**config.mk**
```make
export PLATFORM = sky130hd
export DESIGN_NAME = inst_fetch_flat
export DESIGN_NICKNAME = d
export VERILOG_FILES = /design/src/rtl/inst_fetch_pkg.sv /design/src/rtl/inst_fetch_if.sv /design/src/rtl/fetch_fifo.sv /design/src/rtl/inst_fetch.sv /design/src/flat_wrapper.sv
export SDC_FILE = /design/constraint.sdc
export NUM_CORES = 1
export LEC_CHECK = 0
export ABC_AREA = 1
export CORE_UTILIZATION = 65
export DETAILED_ROUTE_END_ITERATION = 10
export DONT_BUFFER_PORTS = 1
export PLACE_DENSITY = 0.81
export SKIP_CTS_REPAIR_TIMING = 1
export SLEW_MARGIN = 20
export SYNTH_ARGS = -nofsm -noshare
export SYNTH_HDL_FRONTEND = slang
export SYNTH_SLANG_ARGS = --single-unit
```
**constraint.sdc**
```tcl
create_clock -name clk -period 6.38 [get_ports clk]
set_input_delay 0.957 -clock clk [delete_from_list [all_inputs] [get_ports clk]]
set_output_delay 0.957 -clock clk [all_outputs]
set_load 0.05 [all_outputs]
```
**src/rtl/inst_fetch_pkg.sv**
```systemverilog
// Shared types and constants for the instruction fetch unit.
// Imported by the fetch top, its FIFO and the bus interface.
package inst_fetch_pkg;

    localparam logic [31:0] ZeroWord    = 32'h0000_0000;
    localparam int          InstAddrBus = 32;
    localparam int          InstBus     = 32;
    localparam logic        Stop        = 1'b1;
    localparam logic        NoStop      = 1'b0;
    localparam logic        RstEnable   = 1'b1;

    typedef enum logic [1:0] {
        ST_IDLE,
        ST_WAIT,
        ST_DISCARD
    } fetch_state_t;

    typedef struct packed {
        logic [InstAddrBus-1:0] pc;
        logic [InstBus-1:0]     inst;
    } fetch_entry_t;

endpackage

```
**src/rtl/inst_fetch_if.sv**
```systemverilog
// Instruction bus: single-outstanding req/gnt request phase
// followed by an rvalid response phase.
interface inst_fetch_if;
    import inst_fetch_pkg::*;

    logic                   ibus_req_o;
    logic [InstAddrBus-1:0] ibus_addr_o;
    logic                   ibus_gnt_i;
    logic                   ibus_rvalid_i;
    logic [InstBus-1:0]     ibus_rdata_i;

    modport master (
        output ibus_req_o,
        output ibus_addr_o,
        input  ibus_gnt_i,
        input  ibus_rvalid_i,
        input  ibus_rdata_i
    );

    modport slave (
        input  ibus_req_o,
        input  ibus_addr_o,
        output ibus_gnt_i,
        output ibus_rvalid_i,
        output ibus_rdata_i
    );

endinterface

```
**src/rtl/fetch_fifo.sv**
```systemverilog
// Prefetch queue of {pc, inst} entries with flush.
// Head is read combinationally; flush beats push and pop.
module fetch_fifo
    import inst_fetch_pkg::*;
#(
    parameter  int DEPTH = 4,
    localparam int AW    = $clog2(DEPTH)
) (
    input  logic         clk,
    input  logic         rst,
    input  logic         push,
    input  logic         pop,
    input  logic         flush,
    input  fetch_entry_t din,
    output fetch_entry_t head,
    output logic [AW:0]  count,
    output logic         empty
);

    localparam logic [AW:0] FULL = (AW+1)'(DEPTH);

    fetch_entry_t    mem [DEPTH];
    logic [AW-1:0]   rptr;
    logic [AW-1:0]   wptr;
    logic            push_ok;
    logic            pop_ok;

    assign empty   = (count == '0);
    assign push_ok = push && (count != FULL) && !flush
                     && (rst != RstEnable);
    assign pop_ok  = pop && !empty;
    assign head    = mem[rptr];

    always_ff @(posedge clk) begin
        if (push_ok) begin
            mem[wptr] <= din;
        end
    end

    always_ff @(posedge clk) begin
        if (rst == RstEnable || flush) begin
            rptr  <= '0;
            wptr  <= '0;
            count <= '0;
        end else begin
            if (push_ok) begin
                wptr <= wptr + AW'(1);
            end
            if (pop_ok) begin
                rptr <= rptr + AW'(1);
            end
            unique case ({push_ok, pop_ok})
                2'b10:   count <= count + (AW+1)'(1);
                2'b01:   count <= count - (AW+1)'(1);
                default: count <= count;
            endcase
        end
    end

endmodule

```
**src/rtl/inst_fetch.sv**
```systemverilog
// Instruction fetch: sequential PC, single-outstanding bus
// requests, prefetch queue and redirect handling.
module inst_fetch
    import inst_fetch_pkg::*;
#(
    parameter int          DEPTH    = 4,
    parameter logic [31:0] RESET_PC = 32'h0000_0000
) (
    input  logic                   clk,
    input  logic                   rst,
    input  logic [5:0]             stall,
    input  logic                   redirect_i,
    input  logic [InstAddrBus-1:0] redirect_pc_i,
    inst_fetch_if.master           ibus,
    output logic [InstAddrBus-1:0] if_pc,
    output logic [InstBus-1:0]     if_inst,
    output logic                   if_valid
);

    localparam int          AW   = $clog2(DEPTH);
    localparam logic [AW:0] FULL = (AW+1)'(DEPTH);

    fetch_state_t           state;
    fetch_state_t           state_nxt;
    logic [InstAddrBus-1:0] fetch_pc;
    logic [InstAddrBus-1:0] req_pc;
    logic [AW:0]            count;
    logic                   empty;
    fetch_entry_t           head;
    fetch_entry_t           din;
    logic                   req;
    logic                   accept;
    logic                   push;
    logic                   pop;
    logic                   unused_stall;

    assign unused_stall = ^{stall[5:2], stall[0]};

    assign if_valid = !empty;
    assign pop      = if_valid && (stall[1] != Stop);

    assign req    = (state == ST_IDLE) && (rst != RstEnable)
                    && (count < FULL) && !redirect_i;
    assign accept = req && ibus.ibus_gnt_i;

    // A response racing a redirect belongs to the old stream.
    assign push = (state == ST_WAIT) && ibus.ibus_rvalid_i
                  && !redirect_i;

    assign din.pc   = req_pc;
    assign din.inst = ibus.ibus_rdata_i;

    assign ibus.ibus_req_o  = req;
    assign ibus.ibus_addr_o = fetch_pc;

    assign if_pc   = if_valid ? head.pc   : ZeroWord;
    assign if_inst = if_valid ? head.inst : ZeroWord;

    always_comb begin
        state_nxt = state;
        unique case (state)
            ST_IDLE: begin
                if (accept) begin
                    state_nxt = redirect_i ? ST_DISCARD : ST_WAIT;
                end
            end
            ST_WAIT: begin
                if (ibus.ibus_rvalid_i) begin
                    state_nxt = ST_IDLE;
                end else if (redirect_i) begin
                    state_nxt = ST_DISCARD;
                end
            end
            ST_DISCARD: begin
                if (ibus.ibus_rvalid_i) begin
                    state_nxt = ST_IDLE;
                end
            end
            default: state_nxt = ST_IDLE;
        endcase
    end

    always_ff @(posedge clk) begin
        if (rst == RstEnable) begin
            state    <= ST_IDLE;
            fetch_pc <= RESET_PC;
            req_pc   <= RESET_PC;
        end else begin
            state <= state_nxt;
            if (redirect_i) begin
                fetch_pc <= {redirect_pc_i[31:2], 2'b00};
            end else if (accept) begin
                fetch_pc <= fetch_pc + 32'd4;
            end
            if (accept) begin
                req_pc <= fetch_pc;
            end
        end
    end

    // Flush on redirect: a head popped this cycle is the delay slot.
    fetch_fifo #(
        .DEPTH (DEPTH)
    ) u_fifo (
        .clk   (clk),
        .rst   (rst),
        .push  (push),
        .pop   (pop),
        .flush (redirect_i),
        .din   (din),
        .head  (head),
        .count (count),
        .empty (empty)
    );

endmodule

```
**src/flat_wrapper.sv**
```systemverilog
// flat-port wrapper written by rule: the top's interface ports become plain ports
module inst_fetch_flat import inst_fetch_pkg::*;
#(
    parameter int          DEPTH    = 4,
    parameter logic [31:0] RESET_PC = 32'h0000_0000
)
  (clk, rst, stall, redirect_i, redirect_pc_i, if_pc, if_inst, if_valid, ibus_ibus_req_o, ibus_ibus_addr_o, ibus_ibus_gnt_i, ibus_ibus_rvalid_i, ibus_ibus_rdata_i);
  inst_fetch_if ibus_i ();
  input  logic clk;
  input  logic rst;
  input  logic [5:0] stall;
  input  logic redirect_i;
  input  logic [InstAddrBus-1:0] redirect_pc_i;
  output logic [InstAddrBus-1:0] if_pc;
  output logic [InstBus-1:0] if_inst;
  output logic if_valid;
  output wire logic [$bits(ibus_i.ibus_req_o)-1:0] ibus_ibus_req_o;
  output wire logic [$bits(ibus_i.ibus_addr_o)-1:0] ibus_ibus_addr_o;
  input wire logic [$bits(ibus_i.ibus_gnt_i)-1:0] ibus_ibus_gnt_i;
  input wire logic [$bits(ibus_i.ibus_rvalid_i)-1:0] ibus_ibus_rvalid_i;
  input wire logic [$bits(ibus_i.ibus_rdata_i)-1:0] ibus_ibus_rdata_i;
  assign ibus_ibus_req_o = ibus_i.ibus_req_o;
  assign ibus_ibus_addr_o = ibus_i.ibus_addr_o;
  assign ibus_i.ibus_gnt_i = ibus_ibus_gnt_i;
  assign ibus_i.ibus_rvalid_i = ibus_ibus_rvalid_i;
  assign ibus_i.ibus_rdata_i = ibus_ibus_rdata_i;
  inst_fetch #(.DEPTH(DEPTH), .RESET_PC(RESET_PC)) u_core (.clk(clk), .rst(rst), .stall(stall), .redirect_i(redirect_i), .redirect_pc_i(redirect_pc_i), .ibus(ibus_i), .if_pc(if_pc), .if_inst(if_inst), .if_valid(if_valid));
endmodule
```
# --- After elaboration in Yosys (flattened, before gate mapping) ---
# Memories as Yosys holds them, arrays and structs flattened. A register that Yosys moved wholly into a read port is not among the register bits.
# Index checks and enable logic that the tools add are counted.
totals:
  rom_bits: 0
  output_inout_bits: 98
  in_bits: 75
  register_bits: 73
  ramBits: 256
  n_memories: 1
  latchBits: 0
memory_table:
  columns: ["memory", "depth", "width", "rd", "rd_clocked_by_memory_dff", "wr", "line_no", "text"]
  rows:
  - ["u_core.u_fifo.mem", 4, 64, 1, 1, 1, "fetch_fifo.sv:22", "fetch_entry_t mem [DEPTH];"]
op_classes:
  muxes: 15
  n_reduce_logical: 20
  bitwise_logic: 2
  eq_ne: 8
  add_sub_neg: 5
  n_div: 0
  n_shift: 0
  mul: 0
  n_lt_le_gt_ge: 1
ops:
  columns: ["operator", "n"]
  rows:
  - ["$mux W32", 4]
  - ["$add A32 B3 Y32 const B", 1]
  - ["$mux W2", 7]
  - ["$logic_and A1 B1 Y1", 11]
  - ["$ne A3 B3 Y1 const B", 2]
  - ["$pmux W2 S3", 1]
  - ["$pmux W3 S2", 1]
  - ["$add A2 B1 Y2 const B", 2]
  - ["$eq A2 B1 Y1 const B", 2]
  - ["$eq A2 B2 Y1 const B", 2]
  - ["$reduce_bool A2 Y1", 2]
  - ["$add A3 B1 Y3 const B", 1]
  - ["$logic_not A3 Y1", 1]
  - ["$lt A3 B3 Y1 const B", 1]
  - ["$reduce_and A3 Y1", 1]
  - ["$sub A3 B1 Y3 const B", 1]
  - ["$logic_not A1 Y1", 2]
  - ["$logic_not A2 Y1", 1]
  - ["$mux W1", 2]
  - ["$ne A2 B1 Y1 const B", 1]
  - ["$ne A2 B2 Y1 const B", 1]
  - ["$not A1 Y1", 2]
  - ["$reduce_or A2 Y1", 1]
  - ["$logic_or A1 B1 Y1", 1]

# --- Depth between registers and ports, before layout ---
# Gate-level depths: netlist (run 1).
logic_depth:
  depth_word: 8
  mapped_depth: 11

# --- Modules after synthesis ---
# From an unflattened synthesis (run 1), not the netlist that was laid out.
hier_totals:
  hier_cells: 1369
  hier_area_um2: 13893.3
modules_own_cells:
  columns: ["module", "seq_area_each_um2", "area_per_inst_um2", "n_inst", "cells_each"]
  rows:
  - ["fetch_fifo", 7867.5, 9987.1, 1, 691]
  - ["inst_fetch", 1241.2, 3906.2, 1, 678]

# --- Least setup slack after synthesis (run 1) ---
# Ideal clock, no wire load.
synth_path:
  path_type: "input to register"
  start: "in rst"
  end: "mem u_core.u_fifo.mem[0][0] (netlist name) (enable)"
  t_arrival_ns: 4.044
  required_ns: 5.898
  path_buffers: 1
  setup_ns: 0.482
  cell_stages: 4
  path_slack_ns: 1.854
  cell_sequence: "buf_4 nor2_8 nand2_1 nor2_1"
synth_between:
  elab_chain_cells: 4
synth_lines:
  columns: ["item", "line_no", "text"]
  rows:
  - ["start, declared", "flat_wrapper.sv:10", "input logic rst;"]
  - ["$not A1 Y1", "fetch_fifo.sv:30", "&& (rst != RstEnable);"]
  - ["$logic_and A1 B1 Y1", "fetch_fifo.sv:30", null]
  - ["$mux W1", "fetch_fifo.sv:35", "if (push_ok) begin"]
  - ["$mux W1 (implied by the code)", "fetch_fifo.sv:36", "mem[wptr] <= din;"]
  - ["end, declared", "fetch_fifo.sv:22", null]
# No other way between the ends.

==> results of run 1 <==
==> placed cells by master (no fill, tap or decap), types with 2 or more instances in the layout <==
cell	n
nand3_1	36
clkbuf_8	3
nor2_4	4
clkinv_2	3
nor2_8	2
nor2_1	303
clkinv_1	5
edfxtp_1	248
inv_1	73
clkbuf_16	32
ha_1	6
buf_4	15
a31oi_1	5
conb_1	4
o21ai_0	190
xor2_1	6
nor2_2	7
a21oi_2	3
inv_2	2
clkinvlp_4	6
a21oi_1	119
xnor2_1	2
dfxtp_1	69
clkinv_4	2
clkbuf_1	2
nand2_1	114
bufinv_16	4
==> synthesized netlist by cell type <==
cell | count | share of area [%]
nor2_1 | 307 | 8.7
edfxtp_1 | 248 | 56
o21ai_0 | 190 | 7.2
a21oi_1 | 122 | 4.6
nand2_1 | 114 | 3.2
inv_1 | 73 | 2.1
dfxtp_1 | 71 | 11
clkbuf_1 | 39 | 1.1
nand3_1 | 36 | 1.4
buf_2 | 15 | 0.57
buf_4 | 10 | 0.57
nor2_2 | 7 | 0.33
ha_1 | 6 | 0.57
xor2_1 | 6 | 0.40
a31oi_1 | 5 | 0.24
buf_1 | 4 | 0.11
buf_6 | 3 | 0.26
inv_2 | 2 | 0.057
nor2_8 | 2 | 0.30
xnor2_1 | 2 | 0.13
and2_1 | 1 | 0.047
conb_1 | 1 | 0.028
fa_1 | 1 | 0.15
nand2_2 | 1 | 0.047
nand3_4 | 1 | 0.13
nand3b_1 | 1 | 0.057
nand4_1 | 1 | 0.047
nand4_2 | 1 | 0.095
nor3_1 | 1 | 0.038
nor3_4 | 1 | 0.12
o211ai_1 | 1 | 0.057
o21a_1 | 1 | 0.057
o21ai_1 | 1 | 0.038
or2_2 | 1 | 0.047
==> flip-flops by register name (all words and copies together) (netlist names), named ones only <==
name and count:
u_core.u_fifo.mem 248, u_core.ibus.ibus_addr_o 30, u_core.req_pc 30, u_core.u_fifo.count 3, u_core.state 2, u_core.u_fifo.rptr 2
u_core.u_fifo.wptr 2
==> kinds of logic after synthesis <==
logic type / share of synthesized area [%]
AND/OR/NAND/NOR: 14.60
XOR/XNOR: 0.5306
flip-flops: 67.16
adder cells (fa/ha/maj): 0.7201
AO/OA/AOI/OAI: 12.21
other: 0.02840
buffers and inverters: 4.747
==> path summary, 6_finish.rpt <==
kind                                    to  slack [ns]  cells past startpoint
hold reg to reg                   register        0.46                      2
setup / recovery                 if_pc[16]        1.98                      4
setup reg to reg  u_core.u_fifo.mem[1][12]        3.60                      5
hold / removal                    register        0.46                      2
==> final cells by class <==
class                           count  area, sq um  area share, %
Inverter                           75        281.5          1.950
Multi-Input combinational cell    814         3762          26.06
Tap cell                          265        331.6          2.297
Clock inverter                     21        225.2          1.560
Clock buffer                       37        849.6          5.885
Sequential cell                   319         8874          61.47
Timing Repair Buffer               15        112.6         0.7800
==> critical path: stages, from the launching register on <==
cell and delay [ns]:
dfxtp_4 0.47, inv_2 0.58, buf_4 0.66, o21ai_0 0.21, a21oi_1 0.94
==> per-stage QoR <==
stage | std cells | instance area [sq um] | utilization, % | setup WS (ns) | hold slack (ns)
finish | 1546 | 14440 | 73.22 | 1.979 | 0.4611
detailed placement | 1488 | 13350 | 67.71 | 2.495 | 0.4474
global placement | 1488 | 13350 | 67.71 | 2.552 | 0.4394
global route | 1546 | 14440 | 73.22 | 1.711 | 0.4465
floorplan | 1279 | 13220 | - | 1.854 | 0.4356
CTS | 1546 | 14430 | 73.16 | 1.914 | 0.4460
==> report_power, final <==
part | internal (mW) | switching [mW]
clock | 1.11 | 0.753
sequential | 2.26 | 0.0759
combinational | 0.0262 | 0.0607
==> layer usage <==
metal	vias to the layer above	part of all wire, %	track usage [%]
li1	4319	-	-
met1	4154	40	33.23
met2	360	48	44.99
met3	47	9.2	6.093
met4	0	2.0	8.199
met5	-	0	0
==> metrics, run 1 <==
start of the worst register-to-register path=u_core.u_fifo.count[0]; Ant. Diodes=0; endpoint type of the worst setup path=output pin; worst clock skew=0.01026 ns; fin crit share=68.98%; synth warn=0; Worst IR Drop VDD=0.2241 mV; vias in the first global route=8297; register area share after synthesis=67.16%; TritonCTS buffer count=31; post-route antenna net violation count=0; Setup crit start kind=register; post-synth cell types=34; Setup CP Type=reg -> out; DRT Pass-1 Iters=5; max-capacitance violation count=0; Routed WL per cell=17.76 um; final hold vios=0; Area growth, synth to finish=9.323%; post-DR vias/cell=5.744; largest net degree at the start of global routing=87; final WL=27450 um; initial antenna violation count=0; Total GRT Usage=26.30%; DR DRC count=0; initial DRC count=635; routed vias=8880; die width=144.5 um; Slew @ Worst Pin=1.177 ns; Nets=1338; CP arrival=3.44 ns; cell area after synthesis=13210 sq um; clk slew on worst S/H paths=0.06 ns; Slew HR=21.79%; share of cells above drive strength 1=7.104%; worst-case clock buffer depth=3; min-delay worst type=reg -> reg; RSZ-0062 raised after global routing=false; die height=144.5 um; status=finished clean; clock sink total=319; Rows=51; dpl hpwl=15640 um; min Tclk post-route=4.401 ns; post-synthesis cell count=1276; fillcell total=1340; Avg Inst Size Synth=10.35 sq um; Yosys reg bits=319; port bufs=0; hold_sp=u_core.u_fifo.rptr[1]; GP Congestion=0.8618; Clock Tree Root=clkbuf_16; Pins Over Slew Limit=0; die area=20890 sq um; Core ar.=19720 sq um; CTS tree=yes; CTS H-tree lvls=1; Crit Path Max Fanout=76; Max Freq=227.2 MHz; global-route wire length before repair=41820 um; Ports=173; post-route setup TNS=0 ns; Power Total=4.287 mW; worst skew pair latency=0.55 ns; final setup fails=0; grt total ovfl=0; critical path required time=5.42 ns; cell area power density=297.0 nW/um^2; LEAKAGE=4.967 nW; initial core utilization=66.97%
No activity file was read; power rests on OpenSTA's default activity.
==> run 2: changes to the inputs <==
- CORE_UTILIZATION: 65 -> 63
- PLACE_DENSITY: 0.81 -> 0.79
- clock period: 6.38 -> 4.5 ns (I/O delays scaled with it)
==> run 2 against run 1 <==
- sequential share of layout area is 1.6 points lower
- largest cell class unchanged
- critical path type unchanged
- utilization is 0.39 points lower
- cell area is 2.7% higher
==> metrics, run 2 (synthesis gave the netlist of run 1 again) <==
die width=146.8 um (+1.6%); grt total ovfl=0 (unchanged); dpl hpwl=15680 um (+0.22%); Slew HR=35.38% (+14 points); crit-path max cell delay=0.74 ns (-0.20 ns); Crit Path Max Fanout=68 (-11%); initial core utilization=64.84% (-2.1 points); die area=21540 sq um (+3.1%); Buf/Inv on CP=2 (unchanged); Max Freq=286.6 MHz; worst clock skew=0.01172 ns (+0.001467 ns); Ant. Diodes=0 (unchanged); post-route antenna net violation count=0 (unchanged); TritonCTS buffer count=30 (-3.2%); routed vias=9095 (+2.4%); port bufs=0 (unchanged); CTS tree=yes; Area growth, synth to finish=12.31%; worst skew pair latency=0.55 ns (about the same); Ports=173 (unchanged); clock sink total=319 (unchanged); min-delay worst type=in -> reg; Core ar.=20360 sq um (+3.3%); Clock Tree Root=clkbuf_16; initial antenna violation count=0 (unchanged); largest net degree at the start of global routing=82 (-5.7%); commonest cells after routing, fill and taps aside=303 x nor2_1, 248 x edfxtp_1, 190 x o21ai_0, 122 x a21oi_1, 114 x nand2_1; Routed WL per cell=17.36 um (-2.2%); worst-case clock buffer depth=3 (unchanged); endpoint type of the worst setup path=output pin; critical path's top delay family=buffers and inverters; final hold vios=0 (unchanged); Nets=1393 (+4.1%); DRT Pass-1 Iters=5 (unchanged); Pins Over Slew Limit=0 (unchanged); clk slew on worst S/H paths=0.06 ns (about the same); min Tclk post-route=3.490 ns; final setup fails=0 (unchanged); hold_sp=rst; final worst-path setup slack=1.010 ns (-0.9686 ns); CP arrival=2.81 ns (-0.63 ns); Slew @ Worst Pin=0.9693 ns (-0.2074 ns); CTS H-tree lvls=1 (unchanged); vias in the first global route=8603 (+3.7%); commonest non-fill, non-tap cell in the layout=nor2_1; critical path, cell by cell=buf_4 -> nor2_1 -> nor2_1 -> o21ai_0 -> a21oi_1 -> buf_4; post-DR vias/cell=5.667 (-1.3%); status=finished clean; Setup crit start kind=register; Setup CP Type=reg -> out; Slowest-stage cell, CP=dfxtp_4; die height=146.8 um (+1.6%); final WL=27860 um (+1.5%); start of the worst register-to-register path=u_core.state[1]; cell area power density=404.6 nW/um^2 (+36%); GP Congestion=0.9437 (+9.5%); LEAKAGE=5.289 nW (+6.5%); pre-CTS WS=1.595 ns (-0.8999 ns); max reg flops=248 (unchanged); Worst IR Drop VDD=0.4670 mV (+110%); Total GRT Usage=25.71% (-0.58 points); post-route setup TNS=0 ns (unchanged); max-capacitance violation count=0 (unchanged); share of cells above drive strength 1=10.79% (+3.7 points); fin crit share=77.55%; global-route wire length before repair=43120 um (+3.1%); Rows=52 (+2.0%); RSZ-0062 raised after global routing=false; critical path required time=3.83 ns (-1.59 ns); Reg with most FFs=u_core.u_fifo.mem; initial DRC count=563 (-11%); DR DRC count=0 (unchanged)
## run 2: worst reg2reg max path, cell delays in order (launching register included)
cell     delay (ns)
dfxtp_1        0.34
inv_1          0.10
nand3_1        0.09
a31oi_1        0.15
nand2_1        0.33
nor2_4         0.17
buf_4          0.75
## run 2: cell type report
class	count	area (sq um)
fillers	1423	5534
repair buffers	71	558.0
multi-input cells	814	3751
clock buffers	34	807.0
inverters	75	281.5
flip-flops and latches	319	8874
clock inverters	22	221.5
well taps	270	337.8
## run 2: final timing paths
kind | depth (start not counted) | slack, ns | to
worst max register to register | 6 | 2.13 | u_core.u_fifo.mem[0][24]
worst min-delay path | 1 | 0.19 | u_core.ibus.ibus_addr_o[3]
worst min register to register | 2 | 0.46 | register
worst max-delay path | 6 | 1.01 | if_inst[14]
## run 2: report_power, final
part | switching [mW] | total [mW] | internal, mW | leakage, nW
Sequential | 0.107 | 3.31 | 3.20 | 2.85
Combinational | 0.0889 | 0.127 | 0.0380 | 1.93
Clock | 1.04 | 2.56 | 1.52 | 0.515
Total | 1.24 | 6.00 | 4.76 | 5.29
## run 2: per-stage QoR
| stage | cells | instance area (sq um) | hold WS, ns | total power, mW | utilization, % |
|---|---|---|---|---|---|
| floorplan | 1279 | 13220 | 0.4356 | 3.471 | - |
| global placement | 1549 | 13800 | 0.4437 | 3.490 | 67.77 |
| detailed placement | 1549 | 13800 | 0.4467 | 3.496 | 67.77 |
| CTS | 1605 | 14830 | 0.1679 | 6.030 | 72.82 |
| global route | 1605 | 14830 | 0.1599 | 6.171 | 72.82 |
| finish | 1605 | 14830 | 0.1925 | 6.001 | 72.82 |
## run 2: routing by layer
layer | global-route usage (%) | wire (um) | vias up
met5 | 0 | 0 | -
met1 | 31.85 | 10870 | 4264
met4 | 6.250 | 421 | 0
met3 | 6.025 | 2614 | 30
met2 | 45.59 | 13960 | 375
li1 | - | - | 4426
==> run 3: changes to the inputs <==
- clock period: 4.5 -> 3.7 ns (I/O delays scaled with it)
==> run 3 against run 2 <==
- global-route usage rose by 0.15 points
- critical path depth fell by 1
- highest routed layer unchanged
- via count increased by 0.52%
- die area stayed put
- worst hold slack worse by 0.13 ns
- sequential share of layout area down 0.14 points
- cell count up 0.12%
- total power increased by 21%
- cell area rose by 0.24%
- non-clock buffer count increased by 3
==> metrics, run 3 (synthesis gave the netlist of run 1 again) <==
status=finished clean; initial core utilization=64.84% (unchanged); Comb pwr share=2.1% (about the same); Clock Tree Root=clkbuf_16; RR Endpoint=u_core.u_fifo.count[2]; global-route wire length before repair=43800 um (+1.6%); Rows=52 (unchanged); Ant. Diodes=0 (unchanged); start of the worst register-to-register path=u_core.state[1]; die height=146.8 um (unchanged); commonest cells after routing, fill and taps aside=303 x nor2_1, 248 x edfxtp_1, 190 x o21ai_0, 122 x a21oi_1, 114 x nand2_1; Reg with most FFs=u_core.u_fifo.mem; clk slew on worst S/H paths=0.07 ns (about the same); post-route antenna net violation count=0 (unchanged); post-DR vias/cell=5.689 (+0.39%); vias in the first global route=8788 (+2.2%); max reg flops=248 (unchanged); Slew @ Worst Pin=0.8200 ns (-0.1494 ns); Core ar.=20360 sq um (unchanged); dpl hpwl=16080 um (+2.6%); hold_sp=rst; final core utilization=73.00% (+0.17 points); TritonCTS buffer count=30 (unchanged); hold depth=1 (unchanged); routed vias=9142 (+0.52%); CP arrival=2.33 ns (-0.48 ns); Buf/Inv on CP=3 (+1); final worst-path setup slack=0.8165 ns (-0.1939 ns); DR DRC count=0 (unchanged); Total GRT Usage=25.86% (+0.15 points); clock share of power=42.2% (-0.5 points); die area=21540 sq um (unchanged); Routed WL per cell=17.56 um (+1.2%); endpoint type of the worst setup path=output pin; clock sink total=319 (unchanged); Setup crit start kind=register; critical path, cell by cell=inv_2 -> buf_12 -> o21ai_0 -> a21oi_1 -> buf_4; Switch Pwr=1.494 mW (+21%); grt total ovfl=0 (unchanged); worst skew pair latency=0.56 ns (about the same); crit-path max cell delay=0.42 ns (-0.32 ns); final setup fails=0 (unchanged); Crit Path Max Fanout=86 (+26%); fillcell total=1383 (-2.8%); DRT Pass-1 Iters=5 (unchanged); share of cells above drive strength 1=10.47% (-0.32 points); Nets=1396 (+0.22%); largest net degree at the start of global routing=125 (+52%); Reg2Reg Depth=11 (+5); initial DRC count=687 (+22%); share of power burned in registers=55.7% (+0.5 points); commonest non-fill, non-tap cell in the layout=nor2_1; initial antenna violation count=0 (unchanged); pre-CTS WS=1.358 ns (-0.2371 ns); die width=146.8 um (unchanged); Area growth, synth to finish=12.57%; Slew HR=45.28% (+9.9 points); Worst IR Drop VDD=0.3404 mV (-27%); Hold Crit Endpoint=u_core.ibus.ibus_addr_o[29]; Setup CP Type=reg -> out; Ports=173 (unchanged); Max Freq=346.8 MHz; cell area power density=486.6 nW/um^2 (+20%); worst clock skew=0.02521 ns (+0.01349 ns); Pint=5.740 mW (+21%); Power Total=7.234 mW (+21%); min Tclk post-route=2.884 ns; CTS H-tree lvls=1 (unchanged); LEAKAGE=5.292 nW (about the same); final hold vios=0 (unchanged); Pins Over Slew Limit=0 (unchanged); RSZ-0062 raised after global routing=false; critical path required time=3.14 ns (-0.69 ns); fin crit share=77.93%; r2r setup slk=1.46 ns (-0.67 ns); worst-case clock buffer depth=3 (unchanged); GP Congestion=0.9503 (+0.70%); final WL=28220 um (+1.3%); sw frac=20.65% (about the same); max-capacitance violation count=0 (unchanged); port bufs=0 (unchanged); Slowest-stage cell, CP=inv_2; critical path's top delay family=buffers and inverters; min-delay worst type=in -> reg; CTS tree=yes
-- run 3: worst max path at each step --
stage,endpoint,slack [ns],depth (start not counted)
after floorplan,u_core.u_fifo.mem[0][0],-0.42,4
after global placement,u_core.u_fifo.count[2],1.39,10
after detailed placement,u_core.u_fifo.count[2],1.36,10
after CTS,if_inst[3],0.80,5
after global routing,if_inst[3],0.60,5
final,if_pc[24],0.82,5
-- run 3: metrics by stage --
step	std cells	area (sq um)	setup TNS [ns]	hold slack (ns)
finish	1607	14870	0	0.06406
global route	1607	14870	0	0.05806
CTS	1607	14870	0	0.04575
detailed placement	1552	13870	0	0.4518
global placement	1552	13870	0	0.4429
floorplan	1279	13220	-105.17	0.4356
-- run 3: routing by layer --
metal  wire, um  vias up  global-route usage [%]
met5          0        -                       0
met4        563        0                   8.021
met3       2837       47                   6.273
met2      13860      414                   44.31
met1      10960     4246                   32.55
li1           -     4435                       -
-- run 3: layout make-up --
cell class                 instances  area (sq um)  area share, %
inverter                          75         281.5          1.894
sequential                       319          8874          59.69
clock inverter                    14         147.6         0.9932
clock buffer                      41         843.3          5.673
timing repair buffer              74         630.6          4.242
multi-input combinational        814          3751          25.23
tap                              270         337.8          2.273
-- run 3: worst reg2reg max path, stage by stage, from the launching register on --
cell     delay [ns]
dfxtp_1        0.38
inv_1          0.07
nand3_1        0.08
a31oi_1        0.05
nand2_1        0.41
ha_1           0.24
inv_1          0.07
fa_1           0.38
a21oi_1        0.14
o21ai_0        0.12
a21oi_1        0.14
o21a_1         0.12
-- run 3: power groups by stage --
stage / registers [mW] / clock network, mW / logic [mW]
detailed placement: 4.10 / 0 / 0.149
finish: 4.03 / 3.05 / 0.153
CTS: 4.03 / 3.09 / 0.151
floorplan: 4.08 / 0 / 0.141
global placement: 4.10 / 0 / 0.144
global route: 4.03 / 3.22 / 0.173
